$ cat src/rtl/uart_rx.sv
// uart_rx: 8-N-1 serial receiver with mid-bit sampling and a one-entry valid/ready output buffer.
// Optional macro UART_RX_PARITY_EN switches to 8-E-1 framing and adds the parity_err pulse.
module uart_rx #(
  parameter int CLKS_PER_BIT = 104
) (
  input  logic       CLK,
  input  logic       rst_n,
  input  logic       rx_pin,
  output logic [7:0] rx_data,
  output logic       rx_valid,
  input  logic       rx_ready,
  output logic       frame_err,
  output logic       overrun,
`ifdef UART_RX_PARITY_EN
  output logic       parity_err,
`endif
  output logic       busy,
  output logic [2:0] state_dbg
);

  localparam int            CW       = $clog2(CLKS_PER_BIT);
  localparam logic [CW-1:0] CNT_LAST = CW'(CLKS_PER_BIT - 1);
  localparam logic [CW-1:0] CNT_MID  = CW'(CLKS_PER_BIT / 2 - 1);

  typedef enum logic [2:0] {
    IDLE      = 3'd0,
    START     = 3'd1,
    DATA      = 3'd2,
    PARITY    = 3'd3,
    STOP      = 3'd4,
    WAIT_IDLE = 3'd5
  } state_t;

  state_t        state;
  logic          sync1;
  logic          rxs;
  logic [CW-1:0] cnt;
  logic [2:0]    bit_idx;
  logic [7:0]    shreg;
  logic          cnt_last;
  logic          par_ok;
  logic          byte_done;

`ifdef UART_RX_PARITY_EN
  logic          par_bit;
  assign par_ok = (par_bit == ^shreg);
`else
  assign par_ok = 1'b1;
`endif

  assign cnt_last  = (cnt == CNT_LAST);
  assign byte_done = (state == STOP) && cnt_last && rxs && par_ok;
  assign busy      = (state != IDLE);
  assign state_dbg = state;

  // Handshake: a byte transfers on any rising CLK edge where rx_valid && rx_ready;
  // rx_data holds steady while rx_valid is high, and a byte finishing into a full,
  // unaccepted buffer is dropped with an overrun pulse.
  always_ff @(posedge CLK or negedge rst_n) begin
    if (!rst_n) begin
      sync1     <= 1'b1;
      rxs       <= 1'b1;
      state     <= IDLE;
      cnt       <= '0;
      bit_idx   <= '0;
      shreg     <= '0;
      rx_data   <= '0;
      rx_valid  <= 1'b0;
      frame_err <= 1'b0;
      overrun   <= 1'b0;
`ifdef UART_RX_PARITY_EN
      par_bit    <= 1'b0;
      parity_err <= 1'b0;
`endif
    end else begin
      sync1     <= rx_pin;
      rxs       <= sync1;
      frame_err <= 1'b0;
      overrun   <= 1'b0;
`ifdef UART_RX_PARITY_EN
      parity_err <= 1'b0;
`endif
      cnt <= cnt_last ? '0 : cnt + 1'b1;

      case (state)
        IDLE: begin
          if (!rxs) begin
            state <= START;
            cnt   <= '0;
          end
        end
        START: begin
          if (cnt == CNT_MID) begin
            cnt <= '0;
            if (!rxs) begin
              state   <= DATA;
              bit_idx <= '0;
            end else begin
              state <= IDLE;
            end
          end
        end
        DATA: begin
          if (cnt_last) begin
            shreg   <= {rxs, shreg[7:1]};
            bit_idx <= bit_idx + 1'b1;
            if (bit_idx == 3'd7) begin
`ifdef UART_RX_PARITY_EN
              state <= PARITY;
`else
              state <= STOP;
`endif
              cnt <= '0;
            end
          end
        end
`ifdef UART_RX_PARITY_EN
        PARITY: begin
          if (cnt_last) begin
            par_bit <= rxs;
            state   <= STOP;
            cnt     <= '0;
          end
        end
`endif
        STOP: begin
          if (cnt_last) begin
            cnt <= '0;
            if (!rxs) begin
              // Framing error wins over any parity mismatch.
              frame_err <= 1'b1;
              state     <= WAIT_IDLE;
            end else begin
              state <= IDLE;
`ifdef UART_RX_PARITY_EN
              parity_err <= !par_ok;
`endif
            end
          end
        end
        WAIT_IDLE: begin
          // A held-low line (break) must not decode as a stream of zero bytes.
          if (rxs) begin
            state <= IDLE;
            cnt   <= '0;
          end
        end
        default: begin
          state <= IDLE;
          cnt   <= '0;
        end
      endcase

      if (byte_done) begin
        if (!rx_valid || rx_ready) begin
          rx_data  <= shreg;
          rx_valid <= 1'b1;
        end else begin
          overrun <= 1'b1;
        end
      end else if (rx_valid && rx_ready) begin
        rx_valid <= 1'b0;
      end
    end
  end

endmodule
$ cat config.mk
export PLATFORM = sky130hd
export DESIGN_NAME = uart_rx
export DESIGN_NICKNAME = d
export VERILOG_FILES = /design/src/rtl/uart_rx.sv
export SDC_FILE = /design/constraint.sdc
export NUM_CORES = 1
export LEC_CHECK = 0
export CAP_MARGIN = 10
export CORE_MARGIN = 1
export CORE_UTILIZATION = 58
export CTS_CLUSTER_DIAMETER = 40
export CTS_CLUSTER_SIZE = 20
export DETAILED_ROUTE_END_ITERATION = 8
export GPL_ROUTABILITY_DRIVEN = 0
export PLACE_DENSITY = 0.83
export SKIP_LAST_GASP = 1
export SYNTH_ARGS = -nofsm -noshare
export SYNTH_HDL_FRONTEND = slang
export SYNTH_SLANG_ARGS = --single-unit
$ cat constraint.sdc
create_clock -name CLK -period 2.7 [get_ports CLK]
set_input_delay 0.54 -clock CLK [delete_from_list [all_inputs] [get_ports CLK]]
set_output_delay 0.54 -clock CLK [all_outputs]
set_load 0.005 [all_outputs]
==> metrics.csv, run 1 <==
metric,value,unit
status,completed,
worst-path fanout max,13,
fraction of layout cells with a size suffix above 1,27.5,%
Global Route Usage Sum,22.1,%
"Worst Setup Slack, final",0.394,ns
Final Non-Filler Cells,168,
DRC Markers,0,
Synth-to-Final Area Change,17.8,%
hold buffer count at cts,0,
reg2reg start,cnt[0],
via count,944,
die area,0.00291,sq mm
Total Power,913,uW
Final period util,85.4,%
Worst setup SP type,flop,
"flops & latches, synth",34,
xor and xnor area share after synthesis,2.80,%
vias in the first global route,957,
die width,53.9,um
reg2reg setup slack,0.98,ns
worst-margin pin slew,0.496,ns
top cell type's share of synthesized area,51.2,%
final-layout fill cell count,182,
CP endpoint kind,primary output,
First-pass DRT Iterations,4,
worst skew pair latency,0.33,ns
initial antenna violation count,0,
clk_skew,0.00630,ns
worst hold endpoint,rxs,
setup violators final,0,
register area,853,sq um
"commonest non-fill, non-tap cell in the layout",dfrtp_1,
Worst Hold Class,reg2reg,
"Seq/Total Area, Yosys",54.6,%
PortBufs,18,
Leakage,0.000865,uW
DR WL/cell,15.0,um
"area leader, netlist",dfrtp_1,
CTS tree,built,
pre-CTS WS,0.765,ns
RSZ-0062 raised after global routing,false,
Critical Path Max Stage Delay,0.56,ns
Inst Count DP,160,
Vias per Instance,5.62,
Cells after Synth,114,
first-pass GRT wire length,4230,um
"IR drop worst, VDD",0.429,mV
"Cell Area, Synth",0.00156,sq mm
final hold vios,0,
hold path startpoint,sync1,
Worst EP arrival,1.77,ns
Starting DRT DRC Count,8,
RR Endpoint,shreg[2],
Area contributors post-synth,"dfrtp_1, mux2_2, mux2_4",
Synth Area in Simple Gates,18.6,%
adder-cell share of the synthesized area,2.40,%
setup TNS,0,ns
"commonest cells after routing, fill and taps aside","dfrtp_1, clkdlybuf4s50_1, mux2_2",
max capacitance violation total,0,
Die Ht,53.9,um
I/O pins,19,
hold depth,0,
TritonCTS buffer count,5,
clock sinks,34,
initial core utilization,62.0,%
Routed Antenna Nets,0,
diode count,0,
area of the multi-input gates,678,sq um
Unique masters post-synth,41,
clock slew at reported path FFs,0.10,ns
reg2reg path depth,5,
main combinational cell family by area after synthesis,simple AND/OR/NAND/NOR gates,
DP HPWL,1780,um
largest net degree at the start of global routing,35,
CP Cell Sequence,"or3_1, clkdlybuf4s50_1",
Max-slew headroom,66.7,%
worst endpoint required time,2.16,ns
Max Fclk,0.434,GHz
nets,144,
H-tree Lvls,2,
power per cell area,496,mW/mm^2
post-synthesis compound-gate area fraction,5.60,%
"Slowest-stage cell, CP",dfrtp_1,
post-layout util,73.0,%
Syn Area/Cell,13.7,sq um
FP Rows,18,
CORE AREA,0.00252,sq mm
worst setup path class,reg2out,
Tmin final,2.31,ns
Mapped Nets,121,
CTS max path bufs,2,
CTS root buf,clkbuf_4,
Congestion Overflow GR,0,
Post-CTS Setup Repair Bufs,0,
Synth Warn #,0,
Max Slew Vio Count,0,
mux cell area share after synthesis,13.9,%
WL final,2510,um
CTS resizes,0,
power by group:
part | total (uW) | switching [uW] | internal (uW)
clock network | 384 | 163 | 221
registers | 514 | 2.06 | 512
logic | 15.7 | 9.90 | 5.77
logic make-up after synthesis:
logic type	Yosys count
AO/OA/AOI/OAI	11
AND/OR/NAND/NOR	41
multiplexers	17
XOR/XNOR	5
buffers and inverters	3
flip-flops	34
adder cells (fa/ha/maj)	3
per-stage QoR:
| stage | hold slack [ns] | instance area, sq um |
|---|---|---|
| final | 0.364 | 1840 |
| after global routing | 0.372 | 1840 |
| after CTS | 0.362 | 1840 |
| after detailed placement | 0.347 | 1760 |
| after global placement | 0.345 | 1760 |
| after floorplan | 0.244 | 1560 |
final cells by class:
cell class / instances / area share [%]
sequential: 34 / 46.3
multi-input combinational: 77 / 36.8
timing repair buffer: 19 / 10.2
clock buffer: 7 / 2.99
tap: 30 / 2.04
clock inverter: 1 / 1.63
worst max path at each step:
| stage | endpoint | depth (start not counted) | startpoint |
|---|---|---|---|
| after floorplan | shreg[0] | 6 | cnt[0] |
| after global placement | busy | 2 | state_dbg[2] |
| after detailed placement | busy | 2 | state_dbg[2] |
| after CTS | busy | 2 | state_dbg[2] |
| after global routing | busy | 2 | state_dbg[2] |
| final | busy | 2 | state_dbg[2] |
registers in the layout, summed over array words and instances, names as in the netlist:
signal     flops
rx_data        8
shreg          8
cnt            7
bit_idx        3
state_dbg      3
frame_err      1
overrun        1
rx_valid       1
rxs            1
sync1          1
synth_stat cells (all sizes together):
library cell,count
xor2,3
nor2,8
a21o,2
or3,1
o21ai,2
nand3b,1
nor2b,1
and2,3
and4b,2
mux2,17
xnor2,2
nand4,2
nand2b,4
nand3,3
a22o,2
nor4,1
a21oi,1
buf,3
dfrtp,32
dfstp,2
and4bb,2
and3,1
ha,3
a2111oi,1
a311oi,1
nor3,4
nand2,6
o21a,2
nor3b,2
per-layer routing:
layer | wire (um) | up-vias | share of wire [%] | global-route usage (%)
met1 | 1080 | 459 | 43 | 22.5
met5 | 0 | - | 0 | 0
met2 | 1270 | 23 | 51 | 39.7
met4 | 44 | 0 | 1.8 | 9.21
met3 | 110 | 5 | 4.4 | 8.76
li1 | - | 457 | - | -
worst max-delay path: cells and delay by family, from the launching register on:
family / cells / cell delay (ns)
flops: 1 / 0.56
buf+inv: 1 / 0.45
simple gates: 1 / 0.43
No activity file was read; power rests on OpenSTA's default activity.
==> run 2: changes to the inputs <==
Settings changed: ABC_AREA set to 1, CORE_UTILIZATION 58 to 59.
==> run 2 against run 1 <==
Wire length is 16% higher; combinational power is 32% higher; clock power is 31% lower; flip-flop and latch count stayed put; final area is 2.8% higher; core utilization is 1.4 points higher; die area is 2.8% higher; non-clock buffer count stayed put; final cell count is 42% higher; maximum frequency is 9.3% higher.
==> metrics.csv, run 2 <==
metric,value,unit
hold path startpoint,sync1,
Mapped Nets,191,
CTS tree,built,
worst skew pair latency,0.32,ns
WL final,2920,um
"count leader, synth",nand2_1,
CTS max path bufs,2,
Die Ht,54.7,um
Sw Share,22.4,%
final hold vios,0,
first-pass GRT wire length,5090,um
die area,0.00299,sq mm
post-layout util,74.4,%
Post-synth top flop,dfrtp_1,
"IR drop worst, VDD",0.425,mV
combinational share of power,2.6,%
CP endpoint kind,primary output,
Async SR Flop Fraction,100,%
TritonCTS buffer count,5,
worst setup path class,reg2out,
"commonest non-fill, non-tap cell in the layout",nand2_1,
Post-CTS Setup Repair Bufs,0,
Global Route Usage Sum,24.6,%
nets,215,
RSZ-0062 raised after global routing,false,
Syn Area/Cell,8.90,sq um
initial core utilization,64.4,%
setup TNS,0,ns
via count,1288,
fraction of layout cells with a size suffix above 1,15.3,%
hold buffer count at cts,0,
Final period util,78.1,%
cell area after layout,0.00189,sq mm
worst-margin pin slew,0.415,ns
Clk pwr share,33.3,%
"commonest cells after routing, fill and taps aside","nand2_1, dfrtp_1, inv_1",
Synth Warn #,0,
reg2reg start,cnt[0],
Unique masters post-synth,26,
Starting DRT DRC Count,52,
First-pass DRT Iterations,4,
top flop regs,"rx_data x8, shreg x8, cnt x7",
met3 track demand over resource,6.94,%
PortBufs,18,
DRC Markers,0,
max capacitance violation total,0,
clk_skew,0.0106,ns
P_sw,179,uW
DP HPWL,2160,um
final-layout fill cell count,192,
Cells after Synth,184,
diode count,0,
Post-DP Area,0.00184,sq mm
Total Power,800,uW
Routed Antenna Nets,0,
CORE AREA,0.00254,sq mm
most used routing layer,met2,
CTS resizes,0,
clock slew at reported path FFs,0.10,ns
Area contributors post-synth,"dfrtp_1, nand2_1, inv_1",
top cell type's share of synthesized area,48.9,%
die width,54.7,um
status,completed,
"flops & latches, synth",34,
initial antenna violation count,0,
worst endpoint required time,2.16,ns
top post-synthesis cells by count,"nand2_1, dfrtp_1, inv_1",
Max Slew Vio Count,0,
Max-slew headroom,72.3,%
power per cell area,423,mW/mm^2
launch point of the worst path,state_dbg[1],
met1 usage,30.8,%
Pint,621,uW
GRT met2 Usage,41.2,%
Worst EP arrival,1.57,ns
Congestion Overflow GR,0,
H-tree Lvls,2,
CTS root buf,clkbuf_4,
largest net degree at the start of global routing,35,
worst-path fanout max,6,
DR WL/cell,12.2,um
Vias per Instance,5.39,
Synth-to-Final Area Change,15.6,%
clock sinks,34,
FP Rows,18,
number of flops mapped to enable cells by yosys,0,
sequential fraction of design power,64.1,%
I/O pins,19,
Max Fclk,0.474,GHz
vias in the first global route,1216,
Leakage,0.000892,uW
Worst Hold Class,reg2reg,
Tmin final,2.11,ns
Worst setup SP type,flop,
"Seq/Total Area, Yosys",52.1,%
"Cell Area, Synth",0.00164,sq mm
setup violators final,0,
"area leader, netlist",dfrtp_1,
[run 2: changes by cell type after synthesis, sizes merged, moves of 4 or more]
cell / previous run / this run
nand2: 6 / 50
nand2b: 4 / 0
o21ai: 2 / 18
mux2: 17 / 0
nand3: 3 / 14
nor2: 8 / 21
inv: 0 / 23
[run 2: critical path, cell delays in order (launching register included)]
cell and delay, ns:
dfrtp_1 0.47, nor2_2 0.21, nand2_1 0.11, clkdlybuf4s50_1 0.46
[run 2: layer usage]
metal	wire (um)	part of all wire, %
met5	0	0
met4	31	1.1
met3	123	4.2
met2	1460	50
met1	1310	45
[run 2: worst paths after layout]
check,endpoint,slack (ns),cells past startpoint
min in group asynchronous,bit_idx[1],0.62,2
setup reg to reg,rx_data[6],1.14,6
setup / recovery,busy,0.59,3
hold reg to reg,rxs,0.36,0
hold / removal,rxs,0.36,0
max in group asynchronous,sync1,1.74,2
[run 2: through the flow]
stage	hold WS [ns]	worst slack, ns	instances
after floorplan	0.244	1.33	184
after global placement	0.346	0.977	231
after detailed placement	0.351	0.945	231
after CTS	0.357	0.583	239
after global routing	0.370	0.504	239
final	0.356	0.590	239
[run 2: layout make-up]
type / count / area (sq um) / share of cell area, %
clock inverters: 1 / 7.51 / 0.397
multi-input cells: 124 / 672 / 35.5
inverters: 24 / 90.1 / 4.76
repair buffers: 19 / 188 / 9.91
well taps: 30 / 37.5 / 1.98
clock buffers: 7 / 45.0 / 2.38
flip-flops and latches: 34 / 853 / 45.1
[run 2: logic make-up (layout without fill, tap and decap cells)]
kind of cell | after synthesis | after routing | synth area share (%)
and+or+nand+nor | 95 | 95 | 27.8
AOI/OAI and AO/OA | 23 | 23 | 9.32
xor gates and xnor gates | 3 | 3 | 1.60
adders and majority gates | 3 | 3 | 2.29
buffers and inverters | 26 | 51 | 6.87
DFF | 34 | 34 | 52.1
[run 2: power by group through the flow]
stage,logic [uW],registers (uW),clock network (uW)
floorplan,5.12,522,0
global placement,20.8,522,0
detailed placement,21.8,523,0
CTS,21.7,513,275
global route,24.3,513,296
finish,20.7,513,266
==> run 3: changes to the inputs <==
Settings changed: CORE_UTILIZATION 59 to 54, PLACE_DENSITY 0.83 to 0.77.
Clock period 2.7 ns to 2.2 ns, I/O delays scaled along.
==> run 3 against run 2 <==
The flow now finishes with violations (design-rule violations); critical path type unchanged; critical endpoint unchanged; first-iteration DRC count shrank 12%; count of clock-buffer cells in the layout fell by 1; sequential power is 23% higher; global-route usage shrank 3.0 points; clock skew rose by 0.0034 ns.
==> metrics.csv, run 3 (synthesis gave the netlist of run 2 again) <==
metric,value,unit
status,"finished, violations left",
failing checks,design-rule violations,
reg2reg path depth,6,
DP HPWL,2190,um
Post-CTS Setup Repair Bufs,0,
clock sinks,34,
CTS tree,built,
Synth-to-Final Area Change,16.6,%
CTS resizes,0,
worst skew pair latency,0.35,ns
CTS root buf,clkbuf_4,
cell area after layout,0.00191,sq mm
Total Power,1040,uW
reg2reg start,cnt[0],
worst-path fanout max,6,
P_sw,249,uW
setup violators final,0,
CP Cell Sequence,"nor2_2, nand2_1, clkdlybuf4s50_1",
Global Route Usage Sum,21.6,%
Max Slew Vio Count,0,
CORE AREA,0.00281,sq mm
setup TNS,0,ns
Max Fclk,0.486,GHz
Leakage,0.000901,uW
initial antenna violation count,0,
RSZ-0062 raised after global routing,false,
reg2reg setup slack,0.66,ns
Critical Path Max Stage Delay,0.47,ns
max capacitance violation total,0,
Clk pwr share,37.2,%
initial core utilization,58.4,%
final hold vios,0,
vias in the first global route,1197,
I/O pins,19,
power per cell area,547,mW/mm^2
Met3 Routed Length,175,um
Max-slew headroom,71.3,%
final-layout fill cell count,252,
via count,1248,
Routed Antenna Nets,0,
First-pass DRT Iterations,7,
clock slew at reported path FFs,0.11,ns
Worst EP arrival,1.62,ns
diode count,0,
Inst Count DP,232,
worst hold endpoint,rxs,
combinational share of power,2.5,%
Final period util,93.6,%
H-tree Lvls,2,
Die Ht,57.1,um
Sw Share,23.8,%
"commonest cells after routing, fill and taps aside","nand2_1, dfrtp_1, inv_1",
Post-DP Area,0.00184,sq mm
DR WL/cell,12.8,um
Worst Hold Class,reg2reg,
first-pass GRT wire length,5320,um
hold depth,0,
FP Rows,19,
Starting DRT DRC Count,46,
Tmin final,2.06,ns
largest net degree at the start of global routing,35,
die width,57.1,um
worst endpoint required time,1.76,ns
Worst setup SP type,flop,
hold buffer count at cts,0,
PortBufs,18,
hold path startpoint,sync1,
clk_skew,0.0140,ns
CTS max path bufs,2,
met2 routed WL,1410,um
CP endpoint kind,primary output,
worst-margin pin slew,0.430,ns
Vias per Instance,5.20,
Congestion Overflow GR,0,
sequential fraction of design power,60.3,%
Final Non-Filler Cells,240,
DRC Markers,3,
worst setup path class,reg2out,
"IR drop worst, VDD",0.462,mV
WL final,3070,um
"commonest non-fill, non-tap cell in the layout",nand2_1,
Max Used Layer,met4,
RR Endpoint,rx_data[0],
"Slowest-stage cell, CP",dfrtp_1,
fraction of layout cells with a size suffix above 1,16.3,%
Pint,795,uW
nets,215,
top flop regs,"rx_data x8, shreg x8, cnt x7",
die area,0.00326,sq mm
wire length on met1,1450,um
TritonCTS buffer count,5,
run 3: metrics by stage:
stage	hold WS (ns)	utilization (%)	worst slack [ns]
CTS	0.373	68.1	0.148
global route	0.375	68.1	0.0538
global placement	0.346	65.7	0.600
finish	0.371	68.1	0.141
floorplan	0.144	-	0.827
detailed placement	0.357	65.7	0.535
run 3: how the worst max path moves through the flow:
stage                       to          from  cells after the start  slack (ns)
global route              busy  state_dbg[1]                      3        0.05
floorplan           rx_data[1]        cnt[0]                      7        0.83
detailed placement        busy  state_dbg[1]                      3        0.53
CTS                       busy  state_dbg[1]                      3        0.15
finish                    busy  state_dbg[1]                      3        0.14
global placement          busy  state_dbg[1]                      3        0.60
run 3: final cells by class:
class                      count  area (sq um)  area share, %
sequential                    34           853           44.7
multi-input combinational    124           672           35.2
timing repair buffer          19           188           9.83
inverter                      24          90.1           4.72
clock buffer                   6          51.3           2.69
tap                           31          38.8           2.03
clock inverter                 2          16.3          0.852
run 3: per-layer routing:
metal	vias to the layer above	global-route usage (%)
li1	635	-
met1	569	28.5
met4	0	7.67
met3	4	7.71
met2	40	33.3
met5	-	0
run 3: critical path: cells and delay by family (launching register included):
family | cells | cell delay [ns]
flops | 1 | 0.47
buf+inv | 1 | 0.46
simple gates | 2 | 0.35
run 3: power groups by stage:
| stage | Sequential (uW) | Clock (uW) | Combinational, uW |
|---|---|---|---|
| 2_1_floorplan | 641 | 0 | 6.28 |
| 3_3_place_gp | 641 | 0 | 25.9 |
| 4_1_cts | 629 | 393 | 27.0 |
| 3_5_place_dp | 641 | 0 | 26.8 |
| 6_report | 629 | 388 | 26.1 |
| 5_1_grt | 630 | 418 | 29.8 |
